## config.mk

```make
export PLATFORM = sky130hd
export DESIGN_NAME = pc_seq
export DESIGN_NICKNAME = d
export VERILOG_FILES = /design/src/rtl/cpu_defs.sv /design/src/rtl/pc_reg.sv /design/src/rtl/pc_seq.sv
export SDC_FILE = /design/constraint.sdc
export NUM_CORES = 1
export LEC_CHECK = 0
export CORE_MARGIN = 2
export CORE_UTILIZATION = 25
export DETAILED_ROUTE_END_ITERATION = 7
export GPL_ROUTABILITY_DRIVEN = 0
export SKIP_CTS_REPAIR_TIMING = 1
export SYNTH_ARGS = -nofsm -noshare
export SYNTH_HDL_FRONTEND = slang
export SYNTH_SLANG_ARGS = --single-unit
```

## constraint.sdc

```tcl
create_clock -name clk -period 4.4 [get_ports clk]
set_clock_uncertainty 0.05 [all_clocks]
set_input_delay 1.1 -clock clk [delete_from_list [all_inputs] [get_ports clk]]
set_output_delay 1.1 -clock clk [all_outputs]
set_load 0.05 [all_outputs]
```

## src/rtl/cpu_defs.sv

```systemverilog
// Shared MIPS core definitions: fetch sequencer states and
// the reset/exception vectors seen by CP0, fetch and the bench.
package cpu_defs;

    typedef enum logic [1:0] {
        ST_BOOT = 2'd0,
        ST_RUN  = 2'd1,
        ST_HOLD = 2'd2
    } pc_state_e;

    localparam logic [31:0] CPU_RESET_PC = 32'h0000_3000;
    localparam logic [31:0] CPU_EXC_PC   = 32'h0000_4180;
    localparam logic [31:0] CPU_PC_LO    = 32'h0000_3000;
    localparam logic [31:0] CPU_PC_HI    = 32'h0000_6ffc;

endpackage

```

## src/rtl/pc_reg.sv

```systemverilog
// Fetch PC register: synchronous active-low reset to the boot
// vector, loads only when enabled.
module pc_reg #(
    parameter logic [31:0] RESET_PC = 32'h0000_3000
) (
    input  logic        clk_i,
    input  logic        rst_ni,
    input  logic        en_i,
    input  logic [31:0] d_i,
    output logic [31:0] q_o
);

    always_ff @(posedge clk_i) begin
        if (!rst_ni) begin
            q_o <= RESET_PC;
        end else if (en_i) begin
            q_o <= d_i;
        end
    end

endmodule

```

## src/rtl/pc_seq.sv

```systemverilog
// Fetch-stage PC sequencer: next-PC arbitration between exceptions,
// eret, stalls, a pending redirect latch and sequential fetch.
module pc_seq
    import cpu_defs::*;
#(
    parameter logic [31:0] RESET_PC = CPU_RESET_PC,
    parameter logic [31:0] EXC_PC   = CPU_EXC_PC,
    parameter logic [31:0] PC_LO    = CPU_PC_LO,
    parameter logic [31:0] PC_HI    = CPU_PC_HI
) (
    input  logic        clk,
    input  logic        reset,
    input  logic        stall,
    input  logic        redir_valid,
    input  logic [31:0] redir_target,
    input  logic        exc_req,
    input  logic        eret_req,
    input  logic [31:0] epc,
    output logic [31:0] pc,
    output logic        pc_valid,
    output logic        fetch_adel,
    output logic [31:0] fetch_cnt
);

    pc_state_e   state_q, state_d;
    logic        pend_valid_q, pend_valid_d;
    logic [31:0] pend_target_q, pend_target_d;
    logic [31:0] cnt_q, cnt_d;
    logic [31:0] pc_d;
    logic        pc_en;
    logic        booting;

    assign booting = (state_q == ST_BOOT);

    pc_reg #(
        .RESET_PC (RESET_PC)
    ) u_pc_reg (
        .clk_i  (clk),
        .rst_ni (reset),
        .en_i   (pc_en),
        .d_i    (pc_d),
        .q_o    (pc)
    );

    always_comb begin
        state_d       = state_q;
        pend_valid_d  = pend_valid_q;
        pend_target_d = pend_target_q;
        pc_d          = pc + 32'd4;
        pc_en         = 1'b0;
        if (exc_req) begin
            pc_d         = EXC_PC;
            pc_en        = 1'b1;
            pend_valid_d = 1'b0;
            state_d      = ST_RUN;
        end else if (eret_req) begin
            pc_d         = epc;
            pc_en        = 1'b1;
            pend_valid_d = 1'b0;
            state_d      = ST_RUN;
        end else if (booting) begin
            state_d = ST_RUN;
        end else if (stall) begin
            state_d = ST_HOLD;
            // Redirect arriving during a stall is parked; last one wins.
            if (redir_valid) begin
                pend_valid_d  = 1'b1;
                pend_target_d = redir_target;
            end
        end else if (pend_valid_q) begin
            state_d      = ST_RUN;
            pc_d         = pend_target_q;
            pc_en        = 1'b1;
            pend_valid_d = 1'b0;
        end else if (redir_valid) begin
            state_d = ST_RUN;
            pc_d    = redir_target;
            pc_en   = 1'b1;
        end else begin
            state_d = ST_RUN;
            pc_en   = 1'b1;
        end
    end

    always_comb begin
        cnt_d = cnt_q;
        if (pc_valid && !stall && !exc_req && !eret_req) begin
            cnt_d = cnt_q + 32'd1;
        end
    end

    always_ff @(posedge clk) begin
        if (!reset) begin
            state_q       <= ST_BOOT;
            pend_valid_q  <= 1'b0;
            pend_target_q <= '0;
            cnt_q         <= '0;
        end else begin
            state_q       <= state_d;
            pend_valid_q  <= pend_valid_d;
            pend_target_q <= pend_target_d;
            cnt_q         <= cnt_d;
        end
    end

    assign pc_valid   = !booting;
    assign fetch_cnt  = cnt_q;
    assign fetch_adel = !booting &&
                        ((pc[1:0] != 2'b00) || (pc < PC_LO) || (pc > PC_HI));

endmodule

```

==> run summary <==
status: finished, final reports clean
io pins: 136
DR DRC count: 0
Cell Rows: 53
Worst EP required: 3.25 ns
drt first pass iters: 5
First DRT Iteration DRCs: 598
cell depth of the worst flop-to-flop path: 6
Hold Path Depth: 2
GRT Total Usage: 16.3%
Final ANT Viol Nets: 0
Worst path max stage delay: 0.71 ns
Fillers: 2252
Vias/cell: 5.01
Clk network pwr share: 41.3%
max-slew violation count: 0
clk sinks: 99
WHS Endpoint: pend_target_q[13]
critical path capture point type: output port
DR WL/cell: 16.7 microns
final core occ: 34.7%
DIE AREA: 22700 sq um
core area: 21100 sq um
critical path type: register to output port
worst path arrival time: 2.19 ns
CTS Buf Count: 9
crit path cell chain: nor4_1, nand3_1, o31a_1, clkdlybuf4s50_1
Synth top area share: 36.9%
DP Cell Count: 1108
Peak VDD IR: 0.000207 V
FF+latch count, synth: 99
Yosys top cell by area: dfxtp_1
P_int: 1.58 mW
Switch Pwr: 573 uW
CTS tree: built
grt ovf: 0
ratio of final minimum period to clock period: 76.0%
ys flop type: dfxtp_1
flop2flop setup slack: 2.07 ns
Slowest-stage cell, CP: clkdlybuf4s50_1
Syn Nets: 800
Die X-Extent: 151 microns
Area after DPL: 6990 sq um
maximum clock rate: 0.299 GHz
DR vias: 5644
Clock transition at path regs: 0.07 ns
post-layout net count: 916
first-pass GRT wire length: 28700 microns
HP Class: register to register
Final min period: 3.34 ns
PnR worst setup slack: 1.06 ns
final setup fails: 0
number of global-route vias before repair: 5042
dpl ws: 0.727 ns
Cell Count, Final, Fillers Out: 1127
clock tree buffer depth: 2
Hold Startpoint: pend_target_q[13]
Post-Syn Area per Cell: 7.38 sq um
Synth cell types: 62
Flop pwr share: 43.6%
RR Startpoint: state_q[1]
Rel. slew slack: 44.4%
input/output buffers: 135
Synth area leaders: dfxtp_1, nand2_1, a21oi_1
root buf cell: clkbuf_16
largest net degree at the start of global routing: 67
Power, Total: 2.15 mW
Seq/Total Area, Yosys: 36.9%
Starting Density: 25.5%
RSZ-0062 raised after global routing: false
Worst Hold Slack: 0.399 ns
storage element area: 1980 sq um
synthesized instance count: 728
Sw Share: 26.6%
Yosys warnings: 0
count leader, synth: nand2_1
r2r endpoint: u_pc_reg.q_o[30]
share of layout cells above drive strength 1: 5.06%
WP buf/inv: 1
worst-skew pair later-pin latency: 0.35 ns
synthesized cell area: 5380 sq um
Post-synth EDFFs: 0
Die H: 151 microns
critical path's top delay family: buffers and inverters
Syn-to-layout area delta: 36.2%
Final HPWL DP: 14100 microns
H-Tree Depth: 3
combinational power share: 15.1%
Async SR Flop Fraction: 0%
worst slew pin tran: 0.833 ns
CP Launch Type: register
final wirelength: 18800 microns
multi-input logic area: 3100 sq um
LEAKAGE: 2.36 nW
most frequent cells after synthesis: nand2_1, dfxtp_1, a21oi_1
CP max FO: 6
initial antenna violation count: 3
max_cap viols: 0
PD cells: 294 nW/um^2
Final Hold Fails: 0
setup_tns: 0 ns
post-route cell area: 7320 sq um
[sequential cells by signal (all words and copies together) (netlist names)]
| register | cells |
|---|---|
| pend_valid_q | 1 |
| pend_target_q | 32 |
| state_q | 2 |
| fetch_cnt | 32 |
| u_pc_reg.q_o | 32 |
[cell usage in the layout (no fill, tap or decap), types with 3 or more instances in the layout]
cell type	instances
a21oi_1	77
a221o_1	3
a22o_1	5
a32o_1	9
a32oi_1	7
and2_1	7
and3_1	7
and4_1	7
buf_4	12
clkbuf_16	9
clkdlybuf4s50_1	135
dfxtp_1	98
diode_2	3
inv_1	29
nand2_1	138
nand2b_1	18
nand3_1	21
nand4_1	17
nor2_1	59
nor2b_1	3
nor3_1	17
nor4_1	9
o21a_1	3
o21ai_0	48
o21bai_1	4
o22ai_1	5
o2bb2ai_1	14
o31ai_1	5
or3_1	10
or4_1	5
xnor2_1	14
xor2_1	6
[worst reg2reg max path: stages (launching register included)]
cell and delay [ns]:
dfxtp_1 0.33, o21bai_2 0.67, nand2_1 0.21, nor2_1 0.48, buf_4 0.31, a21oi_1 0.06
o2bb2ai_1 0.15
[per-layer routing]
metal  routed length [microns]  GRT usage [%]  vias up  share of wire, %
met5                         0              0        -                 0
met4                       396           5.70        0               2.1
met3                      1090           2.70       21               5.8
met2                      8380           24.3      158                45
met1                      8950           23.7     2642                48
li1                          -              -     2823                 -
[area by class of cell]
type / count / share of cell area [%]
timing repair buffer: 147 / 19.7
antenna: 3 / 0.103
inverter: 30 / 1.54
multi-input combinational: 557 / 42.4
sequential: 99 / 27.1
clock inverter: 4 / 0.991
clock buffer: 12 / 3.50
tap: 275 / 4.70
[kinds of logic after synthesis]
kind of cell	count (synthesis)	share of synthesized area, %
simple gates	335	30.4
fa+ha+maj	2	0.465
buf+inv	72	5.38
compound gates	200	23.6
flops	99	36.9
xor+xnor	20	3.26
[worst max-delay path by stage]
| stage | start | end | slack, ns | cells after the start |
|---|---|---|---|---|
| 6_report | u_pc_reg.q_o[25] | fetch_adel | 1.06 | 4 |
| 2_1_floorplan | eret_req | fetch_cnt[26] | 1.68 | 6 |
| 3_5_place_dp | exc_req | fetch_cnt[26] | 0.73 | 6 |
| 3_3_place_gp | exc_req | fetch_cnt[26] | 0.82 | 6 |
| 5_1_grt | u_pc_reg.q_o[18] | fetch_adel | 0.93 | 4 |
| 4_1_cts | u_pc_reg.q_o[18] | fetch_adel | 1.02 | 4 |
[power groups by stage]
stage | combinational (mW) | clock (mW) | sequential, mW
floorplan | 0.128 | 0 | 1.00
global placement | 0.323 | 0 | 0.961
detailed placement | 0.323 | 0 | 0.961
CTS | 0.324 | 0.903 | 0.940
global route | 0.350 | 0.944 | 0.943
finish | 0.325 | 0.889 | 0.940
Note: power is estimated with default switching activity, not from simulation.
